==> config.mk <==
export PLATFORM = sky130hd
export DESIGN_NAME = tick_gen_multi
export DESIGN_NICKNAME = d
export VERILOG_FILES = /design/src/rtl/tick_gen_multi.sv
export SDC_FILE = /design/constraint.sdc
export NUM_CORES = 1
export LEC_CHECK = 0
export CAP_MARGIN = 20
export CORE_ASPECT_RATIO = 1.4
export CORE_MARGIN = 2
export CORE_UTILIZATION = 36
export DETAILED_ROUTE_END_ITERATION = 12
export GPL_TIMING_DRIVEN = 0
export PLACE_DENSITY_LB_ADDON = 0.1
export SYNTH_ARGS = -nofsm -noshare
export SYNTH_HDL_FRONTEND = slang
export SYNTH_SLANG_ARGS = --single-unit
==> constraint.sdc <==
create_clock -name clk_i -period 7.6 [get_ports clk_i]
set_input_delay 1.52 -clock clk_i [delete_from_list [all_inputs] [get_ports clk_i]]
set_output_delay 1.52 -clock clk_i [all_outputs]
set_load 0.02 [all_outputs]
==> src/rtl/tick_gen_multi.sv <==
// Multi-channel NCO clock-enable generator: each channel emits a one-cycle tick on accumulator
// carry, plus a post-divided tick every (div+1) ticks, all in the system clock domain.
module tick_gen_multi #(
    parameter int CHANNELS = 2,
    parameter int ACC_W    = 32,
    parameter int DIV_W    = 4
) (
    input  logic                      clk_i,
    input  logic                      rst_n_i,
    input  logic                      cfg_we_i,
    input  logic [2:0]                cfg_ch_i,
    input  logic [ACC_W-1:0]          cfg_inc_i,
    input  logic [DIV_W-1:0]          cfg_div_i,
    input  logic [CHANNELS-1:0]       enable_i,
    input  logic                      sync_clr_i,
    output logic [CHANNELS-1:0]       tick_o,
    output logic [CHANNELS-1:0]       tick_div_o,
    output logic [CHANNELS*ACC_W-1:0] phase_o
);

    for (genvar c = 0; c < CHANNELS; c++) begin : g_ch
        logic [ACC_W-1:0] inc_q, inc_d;
        logic [ACC_W-1:0] acc_q, acc_d;
        logic [DIV_W-1:0] div_q, div_d;
        logic [DIV_W-1:0] dcnt_q, dcnt_d;
        logic             tick_q, tick_d;
        logic             tickDiv_q, tickDiv_d;
        logic [ACC_W:0]   sum;

        // Out-of-range channel indices never match any channel, so such writes are dropped.
        // The add and the divider compare always see the pre-write inc/div values.
        always_comb begin
            sum       = {1'b0, acc_q} + {1'b0, inc_q};
            inc_d     = inc_q;
            div_d     = div_q;
            acc_d     = acc_q;
            dcnt_d    = dcnt_q;
            tick_d    = 1'b0;
            tickDiv_d = 1'b0;
            if (cfg_we_i && (cfg_ch_i == 3'(c))) begin
                inc_d = cfg_inc_i;
                div_d = cfg_div_i;
            end
            if (sync_clr_i) begin
                acc_d  = '0;
                dcnt_d = '0;
            end else if (enable_i[c]) begin
                acc_d  = sum[ACC_W-1:0];
                tick_d = sum[ACC_W];
                if (sum[ACC_W]) begin
                    if (dcnt_q == div_q) begin
                        dcnt_d    = '0;
                        tickDiv_d = 1'b1;
                    end else begin
                        dcnt_d = dcnt_q + 1'b1;
                    end
                end
            end
        end

        always_ff @(posedge clk_i or negedge rst_n_i) begin
            if (!rst_n_i) begin
                inc_q     <= '0;
                div_q     <= '0;
                acc_q     <= '0;
                dcnt_q    <= '0;
                tick_q    <= 1'b0;
                tickDiv_q <= 1'b0;
            end else begin
                inc_q     <= inc_d;
                div_q     <= div_d;
                acc_q     <= acc_d;
                dcnt_q    <= dcnt_d;
                tick_q    <= tick_d;
                tickDiv_q <= tickDiv_d;
            end
        end

        assign tick_o[c]                  = tick_q;
        assign tick_div_o[c]              = tickDiv_q;
        assign phase_o[c*ACC_W +: ACC_W] = acc_q;
    end

endmodule

==> results of run 1 <==
critical path: stages:
cell and delay [ns]:
clkdlybuf4s50_1 0.44, nor4b_2 0.70, buf_4 0.27, clkbuf_1 0.57, mux2_2 0.41
sequential cells by signal (all words and copies together), names as in the netlist:
signal,flops
g_ch.acc_q,64
g_ch.dcnt_q,8
g_ch.div_q,8
g_ch.inc_q,64
g_ch.tickDiv_q,2
g_ch.tick_q,2
synth_stat cells (2+ instances only):
cell type / instances / area (um^2)
dfrtp_1: 148 / 3704
nor2_1: 78 / 292.8
mux2_2: 73 / 822.0
ha_1: 66 / 825.8
a21oi_1: 56 / 280.3
mux2i_1: 38 / 380.4
xnor2_1: 35 / 306.5
nand2_1: 34 / 127.6
o21ai_0: 34 / 170.2
clkbuf_1: 33 / 123.9
a21o_1: 32 / 240.2
xor2_1: 24 / 210.2
nand3_1: 19 / 95.09
a211oi_1: 13 / 97.59
inv_1: 12 / 45.04
and3_1: 11 / 68.82
a22o_1: 10 / 87.58
nand4_1: 10 / 62.56
nor3_1: 10 / 50.05
and2_1: 9 / 56.30
nor2b_1: 9 / 56.30
o21bai_1: 9 / 67.56
a31oi_1: 8 / 50.05
o211ai_1: 7 / 52.55
nand2b_1: 6 / 37.54
buf_4: 5 / 37.54
o21a_1: 5 / 37.54
a211o_1: 4 / 35.03
a221o_1: 4 / 40.04
a41oi_1: 4 / 35.03
buf_1: 4 / 15.01
or4_1: 4 / 30.03
a2111oi_0: 3 / 26.28
nand4b_1: 3 / 26.28
nor4_1: 3 / 18.77
o31ai_1: 3 / 22.52
a22oi_1: 2 / 15.01
a311o_1: 2 / 20.02
a311oi_1: 2 / 17.52
fa_1: 2 / 40.04
nand4bb_1: 2 / 22.52
nor4b_1: 2 / 17.52
or2_2: 2 / 12.51
or4b_1: 2 / 20.02
power by group through the flow:
stage          logic [uW]  clock network [uW]  registers, uW
2_1_floorplan        1180                   0           1230
3_3_place_gp         1800                   0           1160
3_5_place_dp         1810                   0           1160
4_1_cts              1820                 927           1150
5_1_grt              2020                 959           1170
6_report             1810                 903           1140
path summary, 6_finish.rpt:
path	end	cells past startpoint
setup / recovery	g_ch[0].inc_q[25]	5
hold / removal	g_ch[0].inc_q[11]	1
setup reg to reg	g_ch[0].dcnt_q[1]	11
hold reg to reg	g_ch[0].inc_q[11]	1
max in group asynchronous	g_ch[0].tickDiv_q	2
min in group asynchronous	g_ch[0].acc_q[23]	1
per-stage QoR:
| stage | instances | total power, uW | utilization (%) | setup TNS (ns) |
|---|---|---|---|---|
| CTS | 1328 | 3897 | 45.39 | 0 |
| floorplan | 870 | 2405 | - | 0 |
| detailed placement | 1296 | 2967 | 42.86 | 0 |
| global placement | 1294 | 2959 | 42.68 | -218.34 |
| global route | 1328 | 4148 | 45.39 | 0 |
| finish | 1328 | 3862 | 45.39 | 0 |
layer usage:
metal | global-route usage [%] | routed length, um
met2 | 33.68 | 12590
met1 | 23.80 | 10890
met5 | 0 | 0
met3 | 3.141 | 703
met4 | 5.220 | 330
placed cells by master (no fill, tap or decap), types with 12 or more instances in the layout:
| master | instances |
|---|---|
| a211oi_1 | 13 |
| a21o_1 | 32 |
| a21oi_1 | 56 |
| clkbuf_1 | 34 |
| clkbuf_16 | 17 |
| clkdlybuf4s50_1 | 108 |
| dfrtp_1 | 148 |
| ha_1 | 66 |
| inv_1 | 12 |
| mux2_2 | 73 |
| mux2i_1 | 38 |
| nand2_1 | 34 |
| nand3_1 | 19 |
| nor2_1 | 78 |
| o21ai_0 | 34 |
| xnor2_1 | 35 |
| xor2_1 | 24 |
final cells by class:
type	instances	area (um^2)	area share, %
Sequential cell	148	3704	32.95
Tap cell	315	394.1	3.507
Buffer	44	192.7	1.715
Multi-Input combinational cell	666	5146	45.79
Timing Repair Buffer	111	1131	10.06
Clock buffer	19	442.9	3.941
Inverter	12	45.04	0.4008
Clock inverter	13	182.7	1.625
logic make-up (layout without fill, tap and decap cells):
group,after synthesis,in the layout
flip-flops,148,148
buffers and inverters,56,199
AND/OR/NAND/NOR,213,213
XOR/XNOR,59,59
AO/OA/AOI/OAI,215,215
adder cells (fa/ha/maj),68,68
multiplexers,111,111
==> flow_summary.toml, run 1 <==
[synthesis]
yosys.area_share.simple_pct = 11.81
async_flop_share_pct = 100.0
ys_types = 72
syn_area_per_cell_um2 = 10.44
muxShareOfSynthArea_pct = 13.24
synth_compound_area_share_pct = 16.33
ys_warn_count = 0
synthAdderAreaFrac_pct = 9.534
synthesis.nets = 983
syn-cell-area_um2 = 9081
synth_flop_cell = "dfrtp_1"
synth_top_family_by_area = "compound AO/OA/AOI/OAI gates"
synth_cells = 870
synthXorXnorAreaFrac_pct = 5.690
synth-edff-count = 0
yosysSeqAreaShare_pct = 40.78
ys_ff_latch = 148

[sta]
worst_slew_pin_slew_ns = 1.050
slew_headroom_pct = 29.99
period_needed_ns = 3.593
rsz0062_at_grt = "no"
fin_ws_ns = 4.007
hold_viol_final = 0
max_clock_freq_ghz = 0.2783
finalCritPeriodShare_pct = 47.27
hold_slack_ns = 0.5129
slew_viol_final = 0
setup_viol_count_final = 0
fin_skew_ns = 0.01135

[power]
combPwrFrac_pct = 47.0
internal_power_uw = 2369
clkPwrFrac_pct = 23.4
p_sw_share_pct = 38.64
p_switching_uw = 1492
leakage_uw = 0.005150
vdd_drop_max_v = 0.0001901
p_per_area_nw_per_um2 = 343.6
seq_power_share_pct = 29.6

[cts]
cts_sinks = 148
root_buffer = "clkbuf_16"
hold_buffers = 0
cts_tree = "built"
cts_resized = 0
cts_buffers = 17
clock_latency_ns = 0.44
post-cts-setup-buffers = 0
clk_pin_slew_ns = 0.06
cts_max_path_buffers = 2
cts.htree.levels = 4

[outcome]
status = "completed"

[detailed_routing]
dr.pass1.iters = 4
drc = 0
routed_wl_um = 24510
ant_nets = 0
vias = 7110
avgViaCountPerCell = 5.354
drt_iter0_markers = 417
post_drt_wl_per_cell_um = 18.46

[floorplan]
die_y_um = 191.9
dieArea_um2 = 26530
io_pins = 113
core_area_um2 = 24760
die_w_um = 138.2
initial_core_util_pct = 36.68
rows = 68

[place]
globalplace.congestion = 0.8527
dp_hpwl_um = 18560
place.port_buffers = 109
place_worst_setup_slack_ns = 3.533
placed_area_um2 = 10610

[finish]
area_growth_pct = 23.75
drive_gt1_share_pct = 12.93
final_nets = 1113
antenna-diode-count = 0
fillerInstances = 2392
design_area_um2 = 11240

[critical_path]
crit_fanout = 10
worstSetupEndpointType = "register"
worstSetupStartpoint = "cfg_ch_i[1]"
cp.required_ns = 7.92
r2r_start = "g_ch[0].acc_q[0]"
rrSetupSlack_ns = 4.16
start_kind = "primary input"
critPathKind = "primary input to register"
worstPathArrival_ns = 3.91

[global_routing]
grt_pass1_wl_um = 39080
grt-ovfl-total = 0
track_usage_pct = 18.93
grt_pass1_vias = 7129
grt_max_degree = 95
antenna_found_initial = 0

[hold_path]
hold_start = "g_ch[0].inc_q[11]"
min_path_type = "register to register"

[run]
max-cap-violations = 0
Power figures use the tool's default switching activity.
==> run 2: changes to the inputs <==
==> constraint.sdc (replaced) <==
create_clock -name clk_i -period 3.6 [get_ports clk_i]
set_input_delay 0.72 -clock clk_i [delete_from_list [all_inputs] [get_ports clk_i]]
set_output_delay 0.72 -clock clk_i [all_outputs]
set_load 0.02 [all_outputs]
==> flow_summary.toml, run 2 (same netlist as run 1, synthesis figures left out) <==
[cts]
root_buffer = "clkbuf_16"
post-cts-setup-buffers = 0
cts_resized = 0
cts_max_path_buffers = 2
cts_tree = "built"
cts_sinks = 148
clock_latency_ns = 0.44
cts.htree.levels = 4
hold_buffers = 0
clk_pin_slew_ns = 0.06
cts_buffers = 17

[floorplan]
dieArea_um2 = 26530
die_w_um = 138.2
die_y_um = 191.9
io_pins = 113
initial_core_util_pct = 36.68
rows = 68
core_area_um2 = 24760

[detailed_routing]
vias = 7117
drc = 0
post_drt_wl_per_cell_um = 18.46
avgViaCountPerCell = 5.359
dr.pass1.iters = 4
ant_nets = 0
drt_iter0_markers = 364
routed_wl_um = 24510

[outcome]
status = "completed"

[sta]
hold_slack_ns = 0.2037
setup_tns_ns = 0
fin_skew_ns = 0.01159
period_needed_ns = 3.378
slew_headroom_pct = 29.74
setup_viol_count_final = 0
slew_viol_final = 0
hold_viol_final = 0
rsz0062_at_grt = "no"
max_clock_freq_ghz = 0.2960
finalCritPeriodShare_pct = 93.84
worst_slew_pin_slew_ns = 1.054

[power]
p_switching_uw = 3158
vdd_drop_max_v = 0.0004029
leakage_uw = 0.005155
internal_power_uw = 5006
combPwrFrac_pct = 47.1
seq_power_share_pct = 29.6
p_per_area_nw_per_um2 = 725.3
clkPwrFrac_pct = 23.4
p_sw_share_pct = 38.68

[finish]
final_cell_mix = "dfrtp_1 (148), clkdlybuf4s50_1 (108), nor2_1 (78)"
layout_commonest_cell = "dfrtp_1"
antenna-diode-count = 0
reg_top3 = "g_ch.acc_q (64), g_ch.inc_q (64)"
multi_input_area_um2 = 5164
drive_gt1_share_pct = 13.03
area_growth_pct = 23.95
ff_latch_area_um2 = 3704
final_nets = 1113
fillerInstances = 2390

[global_routing]
grt_pass1_wl_um = 39080
grt_max_degree = 95
antenna_found_initial = 0
track_usage_pct = 18.93
grt-ovfl-total = 0
grt_pass1_vias = 7129

[critical_path]
worstPathArrival_ns = 3.72
cp.required_ns = 3.95
reg2regPathDepth = 11
r2r_start = "g_ch[0].acc_q[0]"
critPathKind = "register to register"
worstSetupEndpointType = "register"
start_kind = "register"
worstSetupStartpoint = "g_ch[0].acc_q[0]"
crit_fanout = 9

[place]
place.port_buffers = 109
dp_hpwl_um = 18560
globalplace.congestion = 0.8527

[run]
max-cap-violations = 0

[hold_path]
min_path_type = "primary input to async pin"
[run 2: final cells by class]
cell class | instances | area share [%]
clock buffers | 19 | 3.935
plain buffers | 44 | 1.712
well taps | 315 | 3.502
flip-flops and latches | 148 | 32.90
clock inverters | 13 | 1.623
multi-input cells | 666 | 45.88
repair buffers | 111 | 10.05
inverters | 12 | 0.4002
[run 2: worst paths after layout]
kind | end | slack [ns]
worst max-delay path | g_ch[0].dcnt_q[3] | 0.22
worst min-delay path | g_ch[0].acc_q[23] | 0.20
worst max register to register | g_ch[0].dcnt_q[3] | 0.22
worst min register to register | g_ch[0].inc_q[11] | 0.51
max in group asynchronous | g_ch[0].tickDiv_q | 2.56
min in group clk_i | g_ch[0].inc_q[11] | 0.51
[run 2: stage by stage]
step           power [uW]  std cells  setup WS, ns  area (um^2)  util (%)
2_1_floorplan        5077        870        0.6233         9081         -
3_3_place_gp         6246       1294        -4.693        10570     42.68
3_5_place_dp         6264       1296       0.09608        10610     42.86
4_1_cts              8226       1328       0.07504        11240     45.39
5_1_grt              8767       1328       0.02251        11260     45.46
6_report             8164       1328        0.2216        11260     45.46
[run 2: power by group through the flow]
stage          Sequential (uW)  Combinational [uW]  Clock, uW
2_1_floorplan             2590                2490          0
3_3_place_gp              2450                3790          0
3_5_place_dp              2450                3810          0
4_1_cts                   2430                3840       1960
5_1_grt                   2480                4270       2030
6_report                  2410                3840       1910
[run 2: worst max-delay path, cell delays in order (launching register included)]
cell       delay [ns]
dfrtp_1          0.37
ha_1             0.22
fa_1             0.26
a211oi_1         0.11
o21ai_0          0.27
nand4bb_1        0.24
a31oi_2          0.32
a41oi_1          0.30
nor3_2           0.25
o221ai_4         0.21
or4b_1           0.56
a31oi_1          0.17
[run 2: metal layers]
layer	GRT usage, %	vias up	share of wire (%)
met5	0	-	0
met4	5.220	0	1.3
met3	3.141	21	3.1
met2	33.68	141	51
met1	23.80	3478	44
li1	-	3477	-
==> run 3: changes to the inputs <==
--- a/config.mk
+++ b/config.mk
@@ -6,6 +6,8 @@
 export NUM_CORES = 1
 export LEC_CHECK = 0
 export CAP_MARGIN = 20
+export CELL_PAD_IN_SITES_DETAIL_PLACEMENT = 0
+export CELL_PAD_IN_SITES_GLOBAL_PLACEMENT = 2
 export CORE_ASPECT_RATIO = 1.4
 export CORE_MARGIN = 2
 export CORE_UTILIZATION = 36
==> flow_summary.toml, run 3 (same netlist as run 1, synthesis figures left out) <==
[outcome]
status = "completed"

[critical_path]
cp.depth = 11
path_cells = "ha_1 -> fa_1 -> a211oi_2 -> o21ai_2 -> o211ai_2 -> o311a_4 -> o41ai_2 -> a311o_2 -> nand2_4 -> or4_1 -> a21oi_1"
worstPathArrival_ns = 3.71
slowest_stage = "or4_1"
reg2regPathDepth = 11
cp.required_ns = 3.94
cp.buffers_inverters = 0
critPathMaxStageDelay_ns = 0.47
critPathKind = "register to register"
crit_fanout = 8
worstSetupEndpointType = "register"
start_kind = "register"
critical-path-top-delay-family = "compound AO/OA/AOI/OAI gates"

[finish]
ff_latch_area_um2 = 3704
multi_input_area_um2 = 5181
final_cell_mix = "dfrtp_1 (148), clkdlybuf4s50_1 (108), nor2_1 (78)"
antenna-diode-count = 0
drive_gt1_share_pct = 13.03
layout_commonest_cell = "dfrtp_1"
area_growth_pct = 23.99
reg_top3 = "g_ch.acc_q (64), g_ch.inc_q (64)"
final_nets = 1113
fillerInstances = 2415

[detailed_routing]
routed_wl_um = 25520
drc = 0
dr.pass1.iters = 4
ant_nets = 0
vias = 7092
avgViaCountPerCell = 5.340
post_drt_wl_per_cell_um = 19.22
drt_iter0_markers = 253

[power]
power.total_uw = 8164
leakage_uw = 0.005146
vdd_drop_max_v = 0.0003803
p_per_area_nw_per_um2 = 725.0

[place]
dp_hpwl_um = 19390
place_worst_setup_slack_ns = 0.04207
place.port_buffers = 109
globalplace.congestion = 0.7939

[global_routing]
antenna_found_initial = 0
grtUsageMet2_pct = 36.18
grt_use_met3_pct = 3.316
use_met1_pct = 24.04
grt_pass1_vias = 7433
grt_pass1_wl_um = 40770
top_usage_layer = "met2"
track_usage_pct = 19.72
grt_max_degree = 111
grt-ovfl-total = 0

[cts]
clock_latency_ns = 0.44
cts_tree = "built"
cts_sinks = 148
cts.htree.levels = 4
cts_max_path_buffers = 2
clk_pin_slew_ns = 0.07
cts_buffers = 17
root_buffer = "clkbuf_16"
post-cts-setup-buffers = 0

[sta]
rsz0062_at_grt = "no"
worst_slew_pin_slew_ns = 1.011
setup_tns_ns = 0
slew_viol_final = 0
period_needed_ns = 3.365
hold_viol_final = 0
setup_viol_count_final = 0
fin_skew_ns = 0.01573
finalCritPeriodShare_pct = 93.46
max_clock_freq_ghz = 0.2972
fin_ws_ns = 0.2353
slew_headroom_pct = 32.61

[run]
max-cap-violations = 0

[hold_path]
min_path_type = "primary input to async pin"

[floorplan]
die_y_um = 191.9
rows = 68
core_area_um2 = 24760
initial_core_util_pct = 36.68
io_pins = 113
dieArea_um2 = 26530
die_w_um = 138.2
## run 3: area by class of cell
type | count | share of cell area [%]
clock inverter | 11 | 1.345
sequential | 148 | 32.89
timing repair buffer | 111 | 10.05
tap | 315 | 3.500
inverter | 12 | 0.4000
multi-input combinational | 666 | 46.02
buffer | 44 | 1.711
clock buffer | 21 | 4.089
## run 3: repair_timing
| item | 4_1_cts | 5_1_grt |
|---|---|---|
| endpoints found under the setup margin | 0 | 6 |
| hold buffers | 0 | 0 |
| resized for setup | 0 | 5 |
## run 3: final timing paths
path	slack (ns)	start	end
worst max register to register	0.24	g_ch[1].acc_q[0]	g_ch[1].dcnt_q[3]
worst max-delay path	0.24	g_ch[1].acc_q[0]	g_ch[1].dcnt_q[3]
max in group asynchronous	2.58	rst_n_i	g_ch[1].acc_q[0]
worst min-delay path	0.15	rst_n_i	g_ch[0].acc_q[28]
min in group clk_i	0.51	g_ch[0].inc_q[0]	g_ch[0].inc_q[0]
worst min register to register	0.51	g_ch[0].inc_q[0]	g_ch[0].inc_q[0]
## run 3: where the power goes
| part | internal [uW] | leakage [uW] | switching [uW] |
|---|---|---|---|
| logic | 1770 | 0.00298 | 2110 |
| registers | 2060 | 0.00188 | 350 |
| clock network | 1130 | 0.000286 | 740 |
| total | 4960 | 0.00515 | 3200 |
## run 3: routing by layer
layer	up-vias	share of wire, %
met5	-	0
met4	0	1.2
met3	22	2.8
met2	110	52
met1	3499	44
li1	3461	-
## run 3: worst reg2reg max path: stages (launching register included)
cell,delay [ns]
dfrtp_1,0.37
ha_1,0.24
fa_1,0.27
a211oi_2,0.11
o21ai_2,0.17
o211ai_2,0.18
o311a_4,0.44
o41ai_2,0.46
a311o_2,0.32
nand2_4,0.08
or4_1,0.47
a21oi_1,0.16
## run 3: per-stage QoR
stage | utilization, % | area (um^2) | std cells | hold slack [ns]
floorplan | - | 9081 | 870 | 0.4244
detailed placement | 42.86 | 10610 | 1296 | 0.5012
CTS | 45.34 | 11220 | 1328 | 0.1534
finish | 45.48 | 11260 | 1328 | 0.1497
global placement | 42.68 | 10570 | 1294 | 0.4942
global route | 45.48 | 11260 | 1328 | 0.1620
